**src/rtl/esl_to_binary_if.sv**
```systemverilog
// Stream/result bundle for esl_to_binary; raw window counts appear only when
// ESL_TO_BINARY_RAW_CNT_EN is defined.
`ifndef BIN_LEN
`define BIN_LEN 8
`endif

interface esl_to_binary_if #(
  parameter int unsigned WIN_LOG2 = `BIN_LEN,
  parameter int unsigned OUT_LEN  = `BIN_LEN
);
  logic                enable;
  logic                clear;
  logic                in_x;
  logic                in_y;
  logic [OUT_LEN-1:0]  out_val;
  logic                out_valid;
  logic                out_sat;
  logic                div_zero;
`ifdef ESL_TO_BINARY_RAW_CNT_EN
  logic [WIN_LOG2:0]   raw_cx;
  logic [WIN_LOG2:0]   raw_cy;

  modport master (output enable, clear, in_x, in_y,
                  input  out_val, out_valid, out_sat, div_zero, raw_cx, raw_cy);
  modport slave  (input  enable, clear, in_x, in_y,
                  output out_val, out_valid, out_sat, div_zero, raw_cx, raw_cy);
`else
  modport master (output enable, clear, in_x, in_y,
                  input  out_val, out_valid, out_sat, div_zero);
  modport slave  (input  enable, clear, in_x, in_y,
                  output out_val, out_valid, out_sat, div_zero);
`endif
endinterface

```
**src/rtl/esl_to_binary.sv**
```systemverilog
// Converts a pair of ESL bipolar streams (x/y) over a 2^WIN_LOG2 window into a
// signed fixed-point ratio. Optional macro: ESL_TO_BINARY_RAW_CNT_EN (raw counts).
`ifndef BIN_LEN
`define BIN_LEN 8
`endif

module esl_to_binary #(
  parameter int unsigned WIN_LOG2 = `BIN_LEN,
  parameter int unsigned OUT_LEN  = `BIN_LEN
) (
  input  logic          clock,
  input  logic          reset,
  esl_to_binary_if.slave bus
);

  localparam int unsigned N  = 1 << WIN_LOG2;
  localparam int unsigned CW = WIN_LOG2 + 1;
  localparam int unsigned MW = WIN_LOG2 + 2;
  localparam int unsigned QW = OUT_LEN - 1;
  localparam int unsigned SW = $clog2(OUT_LEN) + 1;

  localparam logic [MW-1:0]      N_VAL     = MW'(N);
  localparam logic [OUT_LEN-1:0] MAX_POS   = {1'b0, {QW{1'b1}}};
  localparam logic [OUT_LEN-1:0] MIN_NEG   = {1'b1, {QW{1'b0}}};
  localparam logic [SW-1:0]      LAST_STEP = SW'(OUT_LEN - 2);

  typedef enum logic [1:0] {IDLE, CHECK, DIV, DONE} state_e;

  state_e                state_q, state_d;
  logic [WIN_LOG2-1:0]   win_q, win_d;
  logic [CW-1:0]         cx_q, cx_d, cy_q, cy_d;
  logic signed [MW-1:0]  num_q, num_d, den_q, den_d;
  logic [MW-1:0]         rem_q, rem_d, dvs_q, dvs_d;
  logic [QW-1:0]         quo_q, quo_d;
  logic [SW-1:0]         step_q, step_d;
  logic                  neg_q, neg_d;
  logic                  ovr_q, ovr_d;
  logic                  sat_q, sat_d;
  logic                  dz_q, dz_d;
  logic [OUT_LEN-1:0]    ovr_val_q, ovr_val_d;
  logic [OUT_LEN-1:0]    out_val_q, out_val_d;
  logic                  out_valid_q, out_valid_d;
  logic                  out_sat_q, out_sat_d;
  logic                  div_zero_q, div_zero_d;
`ifdef ESL_TO_BINARY_RAW_CNT_EN
  logic [CW-1:0]         cap_cx_q, cap_cx_d, cap_cy_q, cap_cy_d;
  logic [CW-1:0]         raw_cx_q, raw_cx_d, raw_cy_q, raw_cy_d;
`endif

  logic [CW-1:0]         cx_sum, cy_sum;
  logic                  win_end;
  logic [MW-1:0]         num_mag, den_mag, rem_sh;
  logic                  rem_ge;
  logic [OUT_LEN-1:0]    quo_ext;

  always_comb begin
    cx_sum  = cx_q + CW'(bus.enable & bus.in_x);
    cy_sum  = cy_q + CW'(bus.enable & bus.in_y);
    win_end = bus.enable && (win_q == '1) && !bus.clear;
    num_mag = num_q[MW-1] ? MW'(-num_q) : MW'(num_q);
    den_mag = den_q[MW-1] ? MW'(-den_q) : MW'(den_q);
    rem_sh  = MW'({rem_q, 1'b0});
    rem_ge  = (rem_sh >= dvs_q);
    quo_ext = {1'b0, quo_q};
  end

  // Window accumulation: the closing sample is folded into num/den directly so
  // the next window's first sample lands in freshly zeroed counters.
  always_comb begin
    win_d = win_q + WIN_LOG2'(bus.enable);
    cx_d  = cx_sum;
    cy_d  = cy_sum;
    num_d = num_q;
    den_d = den_q;
`ifdef ESL_TO_BINARY_RAW_CNT_EN
    cap_cx_d = cap_cx_q;
    cap_cy_d = cap_cy_q;
`endif
    if (bus.clear) begin
      win_d = '0;
      cx_d  = '0;
      cy_d  = '0;
    end else if (win_end) begin
      cx_d  = '0;
      cy_d  = '0;
      num_d = $signed({cx_sum, 1'b0} - N_VAL);
      den_d = $signed({cy_sum, 1'b0} - N_VAL);
`ifdef ESL_TO_BINARY_RAW_CNT_EN
      cap_cx_d = cx_sum;
      cap_cy_d = cy_sum;
`endif
    end
  end

  // Saturating / zero-denominator outcomes still traverse DIV so every result
  // emerges with the same fixed latency; the override replaces the quotient.
  always_comb begin
    state_d     = state_q;
    rem_d       = rem_q;
    dvs_d       = dvs_q;
    quo_d       = quo_q;
    step_d      = step_q;
    neg_d       = neg_q;
    ovr_d       = ovr_q;
    sat_d       = sat_q;
    dz_d        = dz_q;
    ovr_val_d   = ovr_val_q;
    out_val_d   = out_val_q;
    out_sat_d   = out_sat_q;
    div_zero_d  = div_zero_q;
    out_valid_d = 1'b0;
`ifdef ESL_TO_BINARY_RAW_CNT_EN
    raw_cx_d = raw_cx_q;
    raw_cy_d = raw_cy_q;
`endif
    unique case (state_q)
      IDLE: ;
      CHECK: begin
        rem_d     = num_mag;
        dvs_d     = den_mag;
        quo_d     = '0;
        step_d    = '0;
        neg_d     = num_q[MW-1] ^ den_q[MW-1];
        ovr_d     = 1'b0;
        sat_d     = 1'b0;
        dz_d      = 1'b0;
        ovr_val_d = '0;
        if (den_q == '0) begin
          ovr_d = 1'b1;
          dz_d  = 1'b1;
          if (num_q != '0) begin
            sat_d     = 1'b1;
            ovr_val_d = num_q[MW-1] ? MIN_NEG : MAX_POS;
          end
        end else if (num_mag >= den_mag) begin
          ovr_d     = 1'b1;
          sat_d     = 1'b1;
          ovr_val_d = (num_q[MW-1] == den_q[MW-1]) ? MAX_POS : MIN_NEG;
        end
        state_d = DIV;
      end
      DIV: begin
        rem_d  = rem_ge ? (rem_sh - dvs_q) : rem_sh;
        quo_d  = QW'({quo_q, rem_ge});
        step_d = step_q + SW'(1);
        if (step_q == LAST_STEP) state_d = DONE;
      end
      DONE: begin
        if (ovr_q)      out_val_d = ovr_val_q;
        else if (neg_q) out_val_d = ~quo_ext + OUT_LEN'(1);
        else            out_val_d = quo_ext;
        out_sat_d   = sat_q;
        div_zero_d  = dz_q;
        out_valid_d = 1'b1;
`ifdef ESL_TO_BINARY_RAW_CNT_EN
        raw_cx_d = cap_cx_q;
        raw_cy_d = cap_cy_q;
`endif
        state_d = IDLE;
      end
      default: state_d = IDLE;
    endcase
    if (bus.clear) begin
      state_d     = IDLE;
      out_val_d   = out_val_q;
      out_sat_d   = out_sat_q;
      div_zero_d  = div_zero_q;
      out_valid_d = 1'b0;
`ifdef ESL_TO_BINARY_RAW_CNT_EN
      raw_cx_d = raw_cx_q;
      raw_cy_d = raw_cy_q;
`endif
    end else if (win_end) begin
      state_d = CHECK;
    end
  end

  always_ff @(posedge clock or negedge reset) begin
    if (!reset) begin
      state_q     <= IDLE;
      win_q       <= '0;
      cx_q        <= '0;
      cy_q        <= '0;
      num_q       <= '0;
      den_q       <= '0;
      rem_q       <= '0;
      dvs_q       <= '0;
      quo_q       <= '0;
      step_q      <= '0;
      neg_q       <= 1'b0;
      ovr_q       <= 1'b0;
      sat_q       <= 1'b0;
      dz_q        <= 1'b0;
      ovr_val_q   <= '0;
      out_val_q   <= '0;
      out_valid_q <= 1'b0;
      out_sat_q   <= 1'b0;
      div_zero_q  <= 1'b0;
`ifdef ESL_TO_BINARY_RAW_CNT_EN
      cap_cx_q    <= '0;
      cap_cy_q    <= '0;
      raw_cx_q    <= '0;
      raw_cy_q    <= '0;
`endif
    end else begin
      state_q     <= state_d;
      win_q       <= win_d;
      cx_q        <= cx_d;
      cy_q        <= cy_d;
      num_q       <= num_d;
      den_q       <= den_d;
      rem_q       <= rem_d;
      dvs_q       <= dvs_d;
      quo_q       <= quo_d;
      step_q      <= step_d;
      neg_q       <= neg_d;
      ovr_q       <= ovr_d;
      sat_q       <= sat_d;
      dz_q        <= dz_d;
      ovr_val_q   <= ovr_val_d;
      out_val_q   <= out_val_d;
      out_valid_q <= out_valid_d;
      out_sat_q   <= out_sat_d;
      div_zero_q  <= div_zero_d;
`ifdef ESL_TO_BINARY_RAW_CNT_EN
      cap_cx_q    <= cap_cx_d;
      cap_cy_q    <= cap_cy_d;
      raw_cx_q    <= raw_cx_d;
      raw_cy_q    <= raw_cy_d;
`endif
    end
  end

  assign bus.out_val   = out_val_q;
  assign bus.out_valid = out_valid_q;
  assign bus.out_sat   = out_sat_q;
  assign bus.div_zero  = div_zero_q;
`ifdef ESL_TO_BINARY_RAW_CNT_EN
  assign bus.raw_cx    = raw_cx_q;
  assign bus.raw_cy    = raw_cy_q;
`endif

endmodule

```
**src/flat_wrapper.sv**
```systemverilog
// flat-port wrapper written by rule: the top's interface ports become plain ports
module esl_to_binary_flat 
#(
  parameter int unsigned WIN_LOG2 = `BIN_LEN,
  parameter int unsigned OUT_LEN  = `BIN_LEN
)
  (clock, reset, bus_enable, bus_clear, bus_in_x, bus_in_y, bus_out_val, bus_out_valid, bus_out_sat, bus_div_zero);
  esl_to_binary_if #(.WIN_LOG2(WIN_LOG2), .OUT_LEN(OUT_LEN)) bus_i ();
  input  logic clock;
  input  logic reset;
  input wire logic [$bits(bus_i.enable)-1:0] bus_enable;
  input wire logic [$bits(bus_i.clear)-1:0] bus_clear;
  input wire logic [$bits(bus_i.in_x)-1:0] bus_in_x;
  input wire logic [$bits(bus_i.in_y)-1:0] bus_in_y;
  output wire logic [$bits(bus_i.out_val)-1:0] bus_out_val;
  output wire logic [$bits(bus_i.out_valid)-1:0] bus_out_valid;
  output wire logic [$bits(bus_i.out_sat)-1:0] bus_out_sat;
  output wire logic [$bits(bus_i.div_zero)-1:0] bus_div_zero;
  assign bus_i.enable = bus_enable;
  assign bus_i.clear = bus_clear;
  assign bus_i.in_x = bus_in_x;
  assign bus_i.in_y = bus_in_y;
  assign bus_out_val = bus_i.out_val;
  assign bus_out_valid = bus_i.out_valid;
  assign bus_out_sat = bus_i.out_sat;
  assign bus_div_zero = bus_i.div_zero;
  esl_to_binary #(.WIN_LOG2(WIN_LOG2), .OUT_LEN(OUT_LEN)) u_core (.clock(clock), .reset(reset), .bus(bus_i));
endmodule
```
**config.mk**
```make
export PLATFORM = sky130hd
export DESIGN_NAME = esl_to_binary_flat
export DESIGN_NICKNAME = d
export VERILOG_FILES = /design/src/rtl/esl_to_binary_if.sv /design/src/rtl/esl_to_binary.sv /design/src/flat_wrapper.sv
export SDC_FILE = /design/constraint.sdc
export NUM_CORES = 1
export LEC_CHECK = 0
export ABC_CLOCK_PERIOD_IN_PS = 2800
export BUFFER_PORTS_ARGS = -buffer_cell sky130_fd_sc_hd__buf_2
export CAP_MARGIN = 20
export CORE_MARGIN = 3
export CORE_UTILIZATION = 45
export DETAILED_ROUTE_END_ITERATION = 6
export PLACE_DENSITY = 0.6
export SYNTH_ARGS = -nofsm -noshare
export SYNTH_HDL_FRONTEND = slang
export SYNTH_SLANG_ARGS = --single-unit
```
**constraint.sdc**
```tcl
create_clock -name clock -period 2.8 [get_ports clock]
set_input_delay 0.56 -clock clock [delete_from_list [all_inputs] [get_ports clock]]
set_output_delay 0.56 -clock clock [all_outputs]
set_load 0.05 [all_outputs]
```
==> flow_metrics.env <==
export IMPL_status="finished clean"
export IMPL_wl_per_cell_um=14.2
export IMPL_grt_pass1_vias=3624
export IMPL_hpwlAfterDp_mm=7.25
export IMPL_grt_pass1_wl_mm=17.1
export IMPL_die_w_um=111
export IMPL_grt_overflow_total=0
export IMPL_min_path_type="in2async"
export IMPL_maxCapViolations=0
export IMPL_ys_warn_count=0
export IMPL_highest_layer="met4"
export IMPL_synth_seq_area_share=0.456
export IMPL_die_y_um=111
export IMPL_arrival_ns=2.82
export IMPL_tightest_slew_ns=0.755
export IMPL_finalMaxSlewViolations=0
export IMPL_critPathTopFamily="compound AO/OA/AOI/OAI gates"
export IMPL_grt_usage=0.167
export IMPL_cts_htree_levels=3
export IMPL_crit_slowest_cell="dfrtp_1"
export IMPL_finalSetupViolCount=0
export IMPL_syn_area_per_cell_um2=9.41
export IMPL_wl_met3_um=237
export IMPL_place_congestion=0.893
export IMPL_synth_edff_count=0
export IMPL_period_needed_ns=2.59
export IMPL_start_kind="register"
export IMPL_max_freq_ghz=0.386
export IMPL_p_leak_nw=2.51
export IMPL_vias=3638
export IMPL_cp_max_fo=5
export IMPL_cts_sinks=91
export IMPL_cts_resized=0
export IMPL_antenna_found_initial=0
export IMPL_layout_commonest_cell="dfrtp_1"
export IMPL_crit_type="reg2reg"
export IMPL_slew_headroom=0.497
export IMPL_drc=0
export IMPL_endpoint_kind="register"
export IMPL_vdd_drop_max_mv=0.305
export IMPL_timing_hold_ws_ns=0.0360
export IMPL_fin_crit_sh=0.925
export IMPL_wl_met2_mm=4.49
export IMPL_nets=583
export IMPL_ys_types=53
export IMPL_cts_root_buf="clkbuf_8"
export IMPL_first_pass_iters=4
export IMPL_grt_max_degree=47
export IMPL_first_iter_violations=218
export IMPL_cpPeakStageDelay_ns=0.43
export IMPL_clk_pin_slew_ns=0.09
export IMPL_clk_latency_ns=0.37
export IMPL_required_ns=3.03
export IMPL_port_buffers=16
export IMPL_ios=17
export IMPL_core_um2=10600
export IMPL_max_clock_path_buffers=2
export IMPL_ant_nets=0
export IMPL_n_antenna_cell=0
export IMPL_wl_met1_mm=4.84
export IMPL_synth_ff_type="dfrtp_1"
export IMPL_crit_chain="inv_1 > ha_1 > nand2_1 > or3_4 > nand2_1 > xor2_2 > ha_1 > a21oi_1 > nor2b_1 > o21ai_0 > o211a_1 > o21a_1 > a21oi_1"
export IMPL_syn_nets=570
export IMPL_hold_viol=0
export IMPL_cts_buffers=9
export IMPL_num_rows=37
export IMPL_area_growth_pct=8.79
export IMPL_netlist_instances=531
export IMPL_final_cell_mix="91 x dfrtp_1, 59 x nor2_1, 56 x nand2_1"
export IMPL_synth_seq_cells=91
export IMPL_fin_skew_ns=0.00758
export IMPL_drive_gt1_frac=0.106
export IMPL_routed_via_density=5.31
export IMPL_synth_area_um2=5000
export IMPL_die_area_um2=12400
export IMPL_wirelength_mm=9.72
export IMPL_cts_tree="built"
export IMPL_tns_ns=0
export IMPL_powerDensity_nw_per_um2=727
export IMPL_async_flop_share=1.00
export IMPL_holdBufCountCts=0
export IMPL_cp_num_buf_inv=1
export IMPL_start_util=0.473
export IMPL_cts_setup_buffers=0
## kinds of logic (layout without fill, tap and decap cells)
logic type,Yosys count,count (layout),share of synthesized area
compound gates,113,113,0.139
mux,14,14,0.0305
simple gates,181,181,0.169
flops,91,91,0.456
fa+ha+maj,33,33,0.0841
buf+inv,55,73,0.0451
xor+xnor,44,44,0.0771
## flip-flops by register name, summed over array words and instances, names as in the netlist
register	cells
u_core.rem_q	8
u_core.win_q	8
u_core.bus.out_valid	1
u_core.bus.div_zero	1
u_core.dz_q	1
u_core.cx_q	9
u_core.ovr_val_q	2
u_core.den_q	9
u_core.dvs_q	9
u_core.neg_q	1
u_core.state_q	2
u_core.ovr_q	1
u_core.step_q	4
u_core.num_q	9
u_core.bus.out_sat	1
u_core.cy_q	9
u_core.sat_q	1
u_core.bus.out_val	8
u_core.quo_q	7
## metal layers
layer	track usage	vias to the layer above
li1	-	1835
met1	0.227	1755
met2	0.269	33
met3	0.0342	15
met4	0.0576	0
met5	0	-
## through the flow
stage / utilization / power, W / cell area, um2 / std cells / setup WS, ns
4_1_cts: 0.514 / 0.00399 / 5420 / 685 / 0.235
3_3_place_gp: 0.495 / 0.00303 / 5220 / 669 / 0.307
3_5_place_dp: 0.495 / 0.00306 / 5220 / 669 / 0.266
5_1_grt: 0.515 / 0.00427 / 5440 / 685 / -0.00108
2_1_floorplan: - / 0.00276 / 5000 / 531 / 0.412
6_report: 0.515 / 0.00395 / 5440 / 685 / 0.209
## worst reg2reg max path: stages, from the launching register on
cell,delay [ns]
dfrtp_1,0.43
inv_1,0.10
ha_1,0.16
nand2_1,0.06
or3_4,0.34
nand2_1,0.13
xor2_2,0.17
ha_1,0.27
a21oi_1,0.15
nor2b_1,0.05
o21ai_0,0.15
o211a_1,0.20
o21a_1,0.16
a21oi_1,0.07
## area by class of cell
cell class | instances | area [um2]
clock buffers | 11 | 141
clock inverters | 5 | 61.3
fillers | 1007 | 5120
inverters | 33 | 124
multi-input cells | 385 | 2510
flip-flops and latches | 91 | 2280
well taps | 136 | 170
repair buffers | 24 | 155
## synth_stat cells, drive strengths merged (7+ instances only)
cell	number	area, um2
dfrtp	91	2280
nor2	61	239
nand2	56	210
o21ai	41	205
a21oi	36	184
inv	33	124
ha	32	400
xnor2	23	201
xor2	21	184
clkbuf	16	60.1
nand3	15	75.1
nor3	11	55.1
nand2b	9	56.3
or3	8	65.1
mux2	7	82.6
mux2i	7	70.1
## report_power, final
part	total [W]	leakage, nW	switching (W)	internal [W]
clock	0.000918	0.0922	0.000477	0.000440
sequential	0.00163	1.19	0.000156	0.00148
combinational	0.00140	1.23	0.000784	0.000614
## worst paths after layout
| kind | startpoint | endpoint | slack, ns | cells after the start |
|---|---|---|---|---|
| min | reset | u_core.bus.out_val[1] | 0.04 | 1 |
| min in group clock | u_core.bus.out_val[1] | u_core.bus.out_val[1] | 0.48 | 2 |
| max | u_core.den_q[1] | u_core.ovr_q | 0.21 | 13 |
| max in group asynchronous | reset | u_core.state_q[1] | 2.07 | 2 |
| max reg2reg | u_core.den_q[1] | u_core.ovr_q | 0.21 | 13 |
| min reg2reg | u_core.bus.out_val[1] | u_core.bus.out_val[1] | 0.48 | 2 |
(Power assumes the default switching activity.)
